### src/rtl/switch_box_cfg_pkg.sv
`default_nettype none
// +------------------------------------------------------------------------+
// | Package     : switch_box_cfg_pkg                                       |
// | Description : Shared types, constants and sizing helpers for the CLB   |
// |               switch box configuration loader.                         |
// | Revision    : 1.0  initial release                                     |
// +------------------------------------------------------------------------+
package switch_box_cfg_pkg;

  typedef enum logic [1:0] {
    IDLE  = 2'd0,
    LOAD  = 2'd1,
    CHECK = 2'd2
  } state_e;

  // Mux-select code that no switch box mux may be programmed with.
  localparam logic [1:0] SEL_ILLEGAL = 2'b11;

  // Total configuration bits: 8 per single-length track, 8 per pair of
  // double-length tracks.
  function automatic int cfg_width(input int ws, input int wd);
    return ws * 8 + (wd / 2) * 8;
  endfunction

  // Words needed to carry cw bits in dw-bit words (rounded up).
  function automatic int cfg_words(input int cw, input int dw);
    return (cw + dw - 1) / dw;
  endfunction

endpackage
`default_nettype wire

### src/rtl/sb_cfg_field_check.sv
`default_nettype none
// +------------------------------------------------------------------------+
// | Module      : sb_cfg_field_check                                       |
// | Description : Combinational scan of every 2-bit mux-select field of a  |
// |               configuration image; flags any illegal code.             |
// | Ports       : shadow [CW-1:0] in  - configuration image to inspect     |
// |               bad             out - high if any field is illegal       |
// | Revision    : 1.0  initial release                                     |
// +------------------------------------------------------------------------+
module sb_cfg_field_check
  import switch_box_cfg_pkg::*;
#(
  parameter int CW = 80
) (
  input  logic [CW-1:0] shadow,
  output logic          bad
);

  localparam int c_NFIELDS = CW / 2;

  logic [c_NFIELDS-1:0] w_hit;

  generate
    for (genvar i = 0; i < c_NFIELDS; i++) begin : g_field
      assign w_hit[i] = (shadow[2*i +: 2] == SEL_ILLEGAL);
    end
  endgenerate

  assign bad = |w_hit;

endmodule
`default_nettype wire

### src/rtl/switch_box_config_loader.sv
`default_nettype none
// +------------------------------------------------------------------------+
// | Module      : switch_box_config_loader                                 |
// | Description : Streams a configuration into a shadow register, checks   |
// |               every mux-select field, then commits the whole image to  |
// |               the switch box in one edge (or rejects it).              |
// | Ports       : clk, rst (async, active-high)                            |
// |               start, abort         - load control                      |
// |               cfg_data/valid/ready - word stream handshake             |
// |               c [CW-1:0]           - active configuration              |
// |               busy, done, err      - status (done/err one-cycle)       |
// | Revision    : 1.0  initial release                                     |
// +------------------------------------------------------------------------+
module switch_box_config_loader
  import switch_box_cfg_pkg::*;
#(
  parameter  int WS     = 7,
  parameter  int WD     = 6,
  parameter  int DW     = 8,
  localparam int CW     = cfg_width(WS, WD),
  localparam int NWORDS = cfg_words(CW, DW)
) (
  input  logic          clk,
  input  logic          rst,
  input  logic          start,
  input  logic          abort,
  input  logic [DW-1:0] cfg_data,
  input  logic          cfg_valid,
  output logic          cfg_ready,
  output logic [CW-1:0] c,
  output logic          busy,
  output logic          done,
  output logic          err
);

  // Shadow is a whole number of words wide; bits above CW-1 absorb padding.
  localparam int SW    = NWORDS * DW;
  localparam int CNT_W = (NWORDS > 1) ? $clog2(NWORDS) : 1;
  localparam logic [CNT_W-1:0] c_LAST_WORD = CNT_W'(NWORDS - 1);

  state_e           state_q, state_d;
  logic [CNT_W-1:0] cnt_q, cnt_d;
  logic [SW-1:0]    shadow_q, shadow_d;
  logic [CW-1:0]    c_q, c_d;
  logic             done_q, done_d;
  logic             err_q, err_d;
  logic             w_bad;

  sb_cfg_field_check #(
    .CW (CW)
  ) u_field_check (
    .shadow (shadow_q[CW-1:0]),
    .bad    (w_bad)
  );

  always_ff @(posedge clk or posedge rst) begin
    if (rst) begin
      state_q  <= IDLE;
      cnt_q    <= '0;
      shadow_q <= '0;
      c_q      <= '0;
      done_q   <= 1'b0;
      err_q    <= 1'b0;
    end else begin
      state_q  <= state_d;
      cnt_q    <= cnt_d;
      shadow_q <= shadow_d;
      c_q      <= c_d;
      done_q   <= done_d;
      err_q    <= err_d;
    end
  end

  always_comb begin
    state_d  = state_q;
    cnt_d    = cnt_q;
    shadow_d = shadow_q;
    c_d      = c_q;
    done_d   = 1'b0;
    err_d    = 1'b0;
    case (state_q)
      IDLE: begin
        if (start && !abort) begin
          state_d = LOAD;
          cnt_d   = '0;
        end
      end
      LOAD: begin
        // Abort wins over a word presented in the same cycle.
        if (abort) begin
          state_d = IDLE;
        end else if (cfg_valid) begin
          for (int k = 0; k < NWORDS; k++) begin
            if (cnt_q == CNT_W'(k)) shadow_d[k*DW +: DW] = cfg_data;
          end
          cnt_d = cnt_q + CNT_W'(1);
          if (cnt_q == c_LAST_WORD) state_d = CHECK;
        end
      end
      CHECK: begin
        state_d = IDLE;
        if (w_bad) begin
          err_d = 1'b1;
        end else begin
          c_d    = shadow_q[CW-1:0];
          done_d = 1'b1;
        end
      end
      default: state_d = IDLE;
    endcase
  end

  assign cfg_ready = (state_q == LOAD);
  assign busy      = (state_q != IDLE);
  assign c         = c_q;
  assign done      = done_q;
  assign err       = err_q;

endmodule
`default_nettype wire

### config.mk
export PLATFORM = sky130hd
export DESIGN_NAME = switch_box_config_loader
export DESIGN_NICKNAME = d
export VERILOG_FILES = /design/src/rtl/switch_box_cfg_pkg.sv /design/src/rtl/sb_cfg_field_check.sv /design/src/rtl/switch_box_config_loader.sv
export SDC_FILE = /design/constraint.sdc
export NUM_CORES = 1
export LEC_CHECK = 0
export BUFFER_PORTS_ARGS = -buffer_cell sky130_fd_sc_hd__clkbuf_2
export CAP_MARGIN = 20
export CORE_ASPECT_RATIO = 0.9
export CORE_MARGIN = 4
export CORE_UTILIZATION = 51
export DETAILED_ROUTE_END_ITERATION = 12
export PLACE_DENSITY = 0.75
export SLEW_MARGIN = 15
export SYNTH_ARGS = -nofsm -noshare
export SYNTH_HDL_FRONTEND = slang
export SYNTH_SLANG_ARGS = --single-unit
### constraint.sdc
create_clock -name clk -period 5.4 [get_ports clk]
set_input_delay 1.08 -clock clk [delete_from_list [all_inputs] [get_ports clk]]
set_output_delay 1.08 -clock clk [all_outputs]
set_load 0.01 [all_outputs]
==> results of run 1 <==
## how the worst max path moves through the flow
| stage | startpoint | to | slack (ps) | cells after the start |
|---|---|---|---|---|
| 2_1_floorplan | rst | c[0] | 2180 | 1 |
| 3_3_place_gp | cfg_valid | shadow_q[15] | 2530 | 5 |
| 3_5_place_dp | cfg_valid | shadow_q[14] | 2490 | 5 |
| 4_1_cts | shadow_q[31] | c[10] | 2560 | 6 |
| 5_1_grt | shadow_q[31] | c[26] | 2400 | 6 |
| 6_report | shadow_q[31] | c[26] | 2540 | 6 |
## logic make-up after synthesis
kind of cell             Yosys count
XOR/XNOR                           1
flip-flops                       168
multiplexers                     160
buffers and inverters             21
AO/OA/AOI/OAI                     32
adder cells (fa/ha/maj)            4
AND/OR/NAND/NOR                   38
## state kept, by name, indices dropped and copies added, names as in the netlist
register,count
shadow_q,80
done,1
state_q,2
err,1
c,80
cnt_q,4
## critical path, delay by kind of cell, from the launching register on
family,cells,cell delay [ps]
flops,1,420
simple gates,2,690
mux,1,420
compound gates,2,660
buf+inv,1,500
## final cells by class
cell class / instances / share of cell area, %
clock inverters: 10 / 2.220
inverters: 6 / 0.3330
flip-flops and latches: 168 / 53.28
repair buffers: 98 / 6.438
clock buffers: 21 / 5.709
multi-input cells: 235 / 29.42
well taps: 164 / 2.601
## per-layer routing
metal | global-route usage [%] | vias up | share of wire [%]
met5 | 0 | - | 0
met4 | 7.355 | 0 | 1.8
met3 | 5.115 | 21 | 4.8
met2 | 33.22 | 94 | 48
met1 | 28.70 | 2054 | 45
li1 | - | 1744 | -
## where the power goes
part,internal (µW),switching [µW],total (µW)
sequential,1350,78.8,1430
clock,826,461,1290
combinational,106,116,222
total,2280,656,2940
## Yosys cell counts (4+ instances only)
| cell | number |
|---|---|
| a221oi_1 | 5 |
| a22o_1 | 7 |
| a22oi_1 | 10 |
| and3_1 | 4 |
| buf_2 | 15 |
| dfrtp_1 | 168 |
| ha_1 | 4 |
| inv_1 | 6 |
| mux2_1 | 8 |
| mux2_2 | 152 |
| nand2_1 | 7 |
| nor2_1 | 4 |
| nor2b_1 | 7 |
| o21ai_0 | 5 |
## through the flow
stage / util, % / power (µW) / hold WS [ps]
after floorplan: - / 1579 / 477.1
final: 62.19 / 2936 / 497.0
after CTS: 62.19 / 2959 / 505.3
after global placement: 57.26 / 1661 / 475.7
after detailed placement: 57.26 / 1672 / 492.4
after global routing: 62.19 / 3052 / 516.3
==> flow_summary.toml, run 1 <==
[yosys]
synth_cell_types = 28
synth_top_area_share_pct = 63.56
syn_avg_cell_area_um2 = 15.60
synth-simple-area-share_pct = 3.235
synth_adder_area_share_pct = 0.7567
yosysWarnings = 0
synth-edff-count = 0
synth_area_um2 = 6614
synth_xor_area_share_pct = 0.1324
synth_area_leaders = "dfrtp_1, mux2_2, mux2_1"
synth_top_family_by_area = "multiplexers"
yosys.area.top_type = "dfrtp_1"
synth_flop_cell = "dfrtp_1"
synth_cells = 424
ys_ff_latch = 168
muxShareOfSynthArea_pct = 27.24
postSynth.asyncResetShare_pct = 100.0
synth_compound_area_share_pct = 3.594
yosysSeqAreaShare_pct = 63.56
synth_nets = 441

[drt]
drc = 0
vias = 3913
drt-wirelength-per-cell_um = 20.93
drt_iter0_drc = 239
drt_pass1_iterations = 4
wirelength_um = 14690
viasPerCell = 5.574
ant_nets = 0

[clock_tree]
clock_tree.root_cell = "clkbuf_16"
ctsResizeCount = 0
numClockSinks = 168
cts_hold_buffers = 0
htree_levels = 4
post_cts_buffers = 0
clockBufferDepth = 2
numCtsBuffers = 17
clk_pin_slew_ps = 60
clk_latency_ps = 420
tritoncts = "yes"

[critical_path]
worst-path-max-fanout = 60
cpMaxStageDelayCell = "buf_4"
reg2reg_depth = 6
startpoint_type = "flip-flop"
crit_arrival_ps = 3170
worstPathCellList = "a22o_1 -> a221oi_1 -> and4_1 -> nand4_4 -> buf_4 -> mux2_1"
required_ps = 5700
end_kind = "flip-flop"
r2r-start = "shadow_q[31]"
path_class = "flip-flop to flip-flop"
max_stage_delay_ps = 500
r2r-end = "c[26]"
r2r_slack_ps = 2540

[timing]
rsz0062_at_grt = "no"
drv_slew = 0
setup-tns-final_ps = 0
worst_slack_ps = 2536
hold_violations = 0
max_slew_margin_pct = 41.46
post-route-min-period_ps = 2864
period_share_pct = 53.04
fin_skew_ps = 6.866
clock.fmax_mhz = 349.2
worstMarginPinSlew_ps = 878.0
setup_viol = 0

[pwr]
max-vdd-ir-drop_mv = 0.2021
power_leakage_uw = 0.004155
p_per_area_nw_per_um2 = 372.1

[global_route]
grt_overflow_total = 0
antenna_found_initial = 0
grt_max_degree = 169
grtUsageTotal_pct = 20.98
grt_pass1_wl_um = 23300
grt_pass1_vias = 4134

[placement]
dp_hpwl_um = 9713
dp.cells = 671
place_ws_ps = 2487
postPlaceCellArea_um2 = 7264
portBuffers = 96
place_congestion = 0.8807

[final_layout]
layout-drive-gt1-share_pct = 52.79
num_antenna_cells = 0
nFillCells = 974
layout_commonest_cell = "dfrtp_1"
layout.nets = 543
fin_area_um2 = 7890
most-common-layout-cells = "dfrtp_1, mux2_2, clkbuf_2, clkbuf_16, a22oi_1"
seqCellArea_um2 = 4204
multi_input_area_um2 = 2321
area_growth_pct = 19.30
layout.cells.non_filler = 702

[hold_path]
hp-class = "flip-flop to flip-flop"
hold_end = "c[57]"
hp-start = "c[57]"
min_delay_path_depth = 1

[floorplan]
io_pins = 97
start_util_pct = 52.13
design.core.area_um2 = 12690
chipWidth_um = 128.0
die_area_um2 = 14860
placementRows = 39
chipHeight_um = 116.0

[flow_run]
maxCapViolCount = 0

[outcome]
status = "finished, final reports clean"
No activity file was read; power rests on OpenSTA's default activity.
==> run 2: changes to the inputs <==
ABC_AREA = 1   (was default)
clock period = 2.5 ns   (was 5.4 ns; I/O delays follow)
==> run 2 against run 1 <==
  * Combinational power increased to 5.6 times the previous value
  * First-iteration DRC count rose by 140%
  * Area after synthesis up 4.2%
  * Wire length increased by 11%
  * Highest routed layer unchanged
==> flow_summary.toml, run 2 <==
[clock_tree]
post_cts_buffers = 0
htree_levels = 4
tritoncts = "yes"
cts_hold_buffers = 0
clk_latency_ps = 420
numCtsBuffers = 17
clockBufferDepth = 2
numClockSinks = 168
clk_pin_slew_ps = 60
ctsResizeCount = 0
clock_tree.root_cell = "clkbuf_16"

[pwr]
p_per_area_nw_per_um2 = 844.1
power_leakage_uw = 0.004332
max-vdd-ir-drop_mv = 0.5558

[timing]
period_share_pct = 79.53
post-route-min-period_ps = 1988
setup_viol = 0
hold_violations = 0
clock.fmax_mhz = 503.0
worst_hold_slack_ps = 160.7
fin_skew_ps = 7.153
rsz0062_at_grt = "no"
worstMarginPinSlew_ps = 664.7
max_slew_margin_pct = 55.60
drv_slew = 0

[global_route]
grt_pass1_wl_um = 26570
grtUsageTotal_pct = 21.91
grt_overflow_total = 0
grt_pass1_vias = 5171
antenna_found_initial = 0
grt_max_degree = 82

[placement]
portBuffers = 96
place_congestion = 0.7982
dp_hpwl_um = 10620

[yosys]
postSynth.asyncResetShare_pct = 100.0
yosys-top-cells-count = "nand2_1, dfrtp_1, o21ai_1"
synth_area_um2 = 6894
synth_nets = 769
synth-edff-count = 0
yosys.area.top_type = "dfrtp_1"
syn_avg_cell_area_um2 = 9.168
synth_cell_types = 23
yosysMostFrequentCell = "nand2_1"
synth_flop_cell = "dfrtp_1"
yosysWarnings = 0
synth_area_leaders = "dfrtp_1, nand2_1, nand4_1"
synth_top_area_share_pct = 60.98
ys_ff_latch = 168
yosysSeqAreaShare_pct = 60.98
synth_cells = 752

[final_layout]
layout_commonest_cell = "nand2_1"
num_antenna_cells = 0
area_growth_pct = 15.81
nFillCells = 1166
layout-drive-gt1-share_pct = 16.37
seqCellArea_um2 = 4204
fin_util_pct = 59.97
layout.nets = 851
multi_input_area_um2 = 2367
most-common-layout-cells = "nand2_1, dfrtp_1, clkbuf_2, o21ai_1, nand4_1"

[floorplan]
chipWidth_um = 130.6
design.core.area_um2 = 13310
placementRows = 40
chipHeight_um = 118.3
die_area_um2 = 15440
start_util_pct = 51.79
io_pins = 97

[hold_path]
hp-class = "input port to async pin"

[critical_path]
crit_arrival_ps = 2340
startpoint_type = "flip-flop"
worst-path-max-fanout = 57
end_kind = "flip-flop"
cp-startpoint = "shadow_q[37]"
crit_top_cell = "nand2_1"
path_class = "flip-flop to flip-flop"
worstPathCellList = "nand2_1 -> nand2_1 -> nor2_1 -> nand2_1 -> nor2_4 -> buf_4 -> nand4_1 -> nand2_1"
cpMaxStageDelayCell = "buf_4"
max_stage_delay_ps = 490
required_ps = 2850
r2r-start = "shadow_q[37]"

[outcome]
status = "finished, final reports clean"

[drt]
wirelength_um = 16310
vias = 5488
ant_nets = 0
drt_pass1_iterations = 5
drt_iter0_drc = 569
viasPerCell = 5.428
drc = 0
drt-wirelength-per-cell_um = 16.14

[flow_run]
maxCapViolCount = 0
==> run 2: cell count changes in the layout (fill, tap and decap cells not counted), sizes merged, moves of 7 or more <==
cell / before / now
nand2: 7 / 318
mux2: 160 / 0
nand4: 3 / 80
o21ai: 5 / 82
inv: 5 / 21
nor2: 7 / 19
a22oi: 10 / 0
a22o: 7 / 0
buf: 2 / 9
nor2b: 7 / 0
==> run 2: metal layers <==
layer | up-vias | share of wire [%] | GRT usage, %
li1 | 2663 | - | -
met1 | 2644 | 46 | 31.71
met2 | 161 | 47 | 32.94
met3 | 20 | 5.8 | 5.332
met4 | 0 | 1.3 | 6.427
met5 | - | 0 | 0
==> run 2: cells by family after synthesis <==
family | Yosys count | share of synthesized area (%)
buffers and inverters | 64 | 4.755
AND/OR/NAND/NOR | 430 | 27.22
adder cells (fa/ha/maj) | 4 | 0.7260
AO/OA/AOI/OAI | 86 | 6.316
flip-flops | 168 | 60.98
==> run 2: layout make-up <==
class / instances / share of cell area [%]
sequential: 168 / 52.66
multi-input combinational: 520 / 29.65
timing repair buffer: 105 / 7.491
clock buffer: 23 / 5.861
tap: 168 / 2.633
inverter: 22 / 1.081
clock inverter: 5 / 0.6269
==> run 2: through the flow <==
stage               setup WS [ps]  setup TNS, ps  std cells  total power (µW)  instance area (µm²)
detailed placement          602.3              0        983              4412                 7466
global route                352.6              0       1011              7061                 7984
CTS                         540.0              0       1011              6761                 7984
floorplan                  -140.7         -23640        752              4142                 6898
finish                      511.8              0       1011              6739                 7984
global placement            617.2              0        983              4376                 7466
==> run 2: worst paths after layout <==
kind | depth (start not counted) | end | slack, ps
max | 8 | c[30] | 510
min in group clk | 4 | state_q[0] | 400
max reg2reg | 8 | c[30] | 510
min reg2reg | 2 | c[35] | 470
max in group asynchronous | 3 | c[20] | 1610
min | 2 | c[1] | 160
==> run 2: worst max-delay path: cells and delay by family, from the launching register on <==
kind,cells,cell delay [ps]
buffers and inverters,1,490
flip-flops,1,400
AND/OR/NAND/NOR,7,1030
==> run 2: power breakdown <==
part | total [µW] | switching (µW) | leakage [µW] | internal [µW]
sequential | 3150 | 199 | 0.00232 | 2950
clock | 2350 | 957 | 0.000258 | 1390
combinational | 1240 | 943 | 0.00176 | 295
==> run 3: changes to the inputs <==
CORE_UTILIZATION = 55   (was 51)
PLACE_DENSITY = 0.77   (was 0.75)
clock period = 2 ns   (was 2.5 ns; I/O delays follow)
==> run 3 against run 2 <==
  * Clock skew increased by 1.0 ps
  * First-iteration DRC count decreased by 13%
  * Wire length grew 3.6%
  * Register-to-register slack lost 270 ps
  * Worst setup slack lost 270 ps
  * Via count rose by 3.7%
  * Flip-flop and latch count did not move
  * Largest cell class unchanged
  * Highest routed layer unchanged
==> flow_summary.toml, run 3 (synthesis results as in run 2) <==
[pwr]
p_per_area_nw_per_um2 = 1115
power_leakage_uw = 0.004408
max-vdd-ir-drop_mv = 1.112

[critical_path]
r2r_slack_ps = 250
r2r-end = "shadow_q[46]"
worstPathCellList = "inv_1 -> ha_1 -> nand2_1 -> nor2_1 -> nand2_1 -> nand2_1 -> o21ai_1"
crit_arrival_ps = 2040
required_ps = 2280
r2r-start = "cnt_q[1]"
crit_top_cell = "nand2_1"
cpMaxStageDelayCell = "dfrtp_1"
worst-path-max-fanout = 16
path_class = "flip-flop to flip-flop"
startpoint_type = "flip-flop"
reg2reg_depth = 7
crit_family = "simple AND/OR/NAND/NOR gates"
end_kind = "flip-flop"
max_stage_delay_ps = 400
crit_buf_inv = 1

[clock_tree]
htree_levels = 4
numClockSinks = 168
numCtsBuffers = 17
clock_tree.root_cell = "clkbuf_16"
post_cts_buffers = 0
clk_latency_ps = 420
tritoncts = "yes"
clk_pin_slew_ps = 60
clockBufferDepth = 2

[timing]
rsz0062_at_grt = "no"
worstMarginPinSlew_ps = 594.0
setup-tns-final_ps = 0
drv_slew = 0
worst_hold_slack_ps = 336.3
clock.fmax_mhz = 569.9
period_share_pct = 87.74
max_slew_margin_pct = 60.36
setup_viol = 0
fin_skew_ps = 8.165
post-route-min-period_ps = 1755
hold_violations = 0

[final_layout]
layout_commonest_cell = "nand2_1"
layout-drive-gt1-share_pct = 17.27
most-common-layout-cells = "nand2_1, dfrtp_1, clkbuf_2, o21ai_1, nand4_1"
area_growth_pct = 17.91
layout.nets = 855
fin_area_um2 = 8129
num_antenna_cells = 0

[drt]
drc = 0
drt-wirelength-per-cell_um = 16.71
drt_pass1_iterations = 5
drt_iter0_drc = 495
viasPerCell = 5.628
wirelength_um = 16900
ant_nets = 0
vias = 5690

[global_route]
grt_pass1_vias = 5436
grt_overflow_total = 0
antenna_found_initial = 0
grtUsageTotal_pct = 24.32
grt_max_degree = 67
grt_pass1_wl_um = 27610

[floorplan]
chipHeight_um = 114.2
die_area_um2 = 14390
design.core.area_um2 = 12170
start_util_pct = 56.64
placementRows = 38
io_pins = 97
chipWidth_um = 126.0

[hold_path]
hold_end = "state_q[0]"
min_delay_path_depth = 4
hp-start = "abort"
hp-class = "input port to flip-flop"

[placement]
dp_hpwl_um = 10970
portBuffers = 96
place_congestion = 0.8153
postPlaceCellArea_um2 = 7491

[outcome]
status = "finished, final reports clean"

[flow_run]
maxCapViolCount = 0
[run 3: changes by cell type in the layout (fill, tap and decap cells not counted), sizes merged]
cell | previous run | this run
dlygate4sd3 | 0 | 1
buf | 9 | 12
clkbuf | 119 | 121
bufinv | 1 | 3
clkinvlp | 1 | 2
clkinv | 4 | 3
[run 3: worst min-delay path: stages]
cell	delay, ps
clkbuf_2	100
inv_1	60
o211ai_1	90
nand2_1	60
[run 3: how the worst max path moves through the flow]
stage	depth (start not counted)	endpoint	slack (ps)	startpoint
after global placement	8	c[47]	330	shadow_q[30]
final	7	shadow_q[46]	250	cnt_q[1]
after global routing	7	shadow_q[5]	90	cnt_q[0]
after floorplan	1	c[0]	-540	rst
after CTS	9	c[59]	250	shadow_q[0]
after detailed placement	7	shadow_q[5]	280	cnt_q[0]
[run 3: per-stage QoR]
step           total power (µW)  setup WS [ps]  cells  utilization (%)
6_report                   9066          245.2   1011            66.79
5_1_grt                    9431          90.19   1011            66.79
4_1_cts                    9065          249.1   1011            66.79
3_5_place_dp               5644          279.3    978            61.54
3_3_place_gp               5568          333.3    978            61.54
2_1_floorplan              5178         -540.7    752                -
[run 3: what timing repair did]
action | in CTS | in global routing
hold buffers | 1 | 0
resized for setup | 0 | 0
hold endpoints to repair | 15 | 0
[run 3: layout make-up]
type	count	area, µm²
clock buffer	25	515.5
timing repair buffer	109	643.1
inverter	22	86.33
clock inverter	7	112.6
sequential	168	4204
fill	981	4043
multi-input combinational	520	2367
tap	160	200.2
[run 3: report_power, final]
| part | total (µW) | internal [µW] | switching [µW] |
|---|---|---|---|
| sequential | 3960 | 3690 | 267 |
| combinational | 1690 | 461 | 1230 |
| clock | 3420 | 2160 | 1260 |
| total | 9070 | 6310 | 2760 |
[run 3: metal layers]
layer	track usage, %	vias to the layer above	part of all wire, %
met1	34.21	2759	44
met5	0	-	0
met3	5.224	30	6.9
met2	37.82	220	47
li1	-	2681	-
met4	9.006	0	1.9
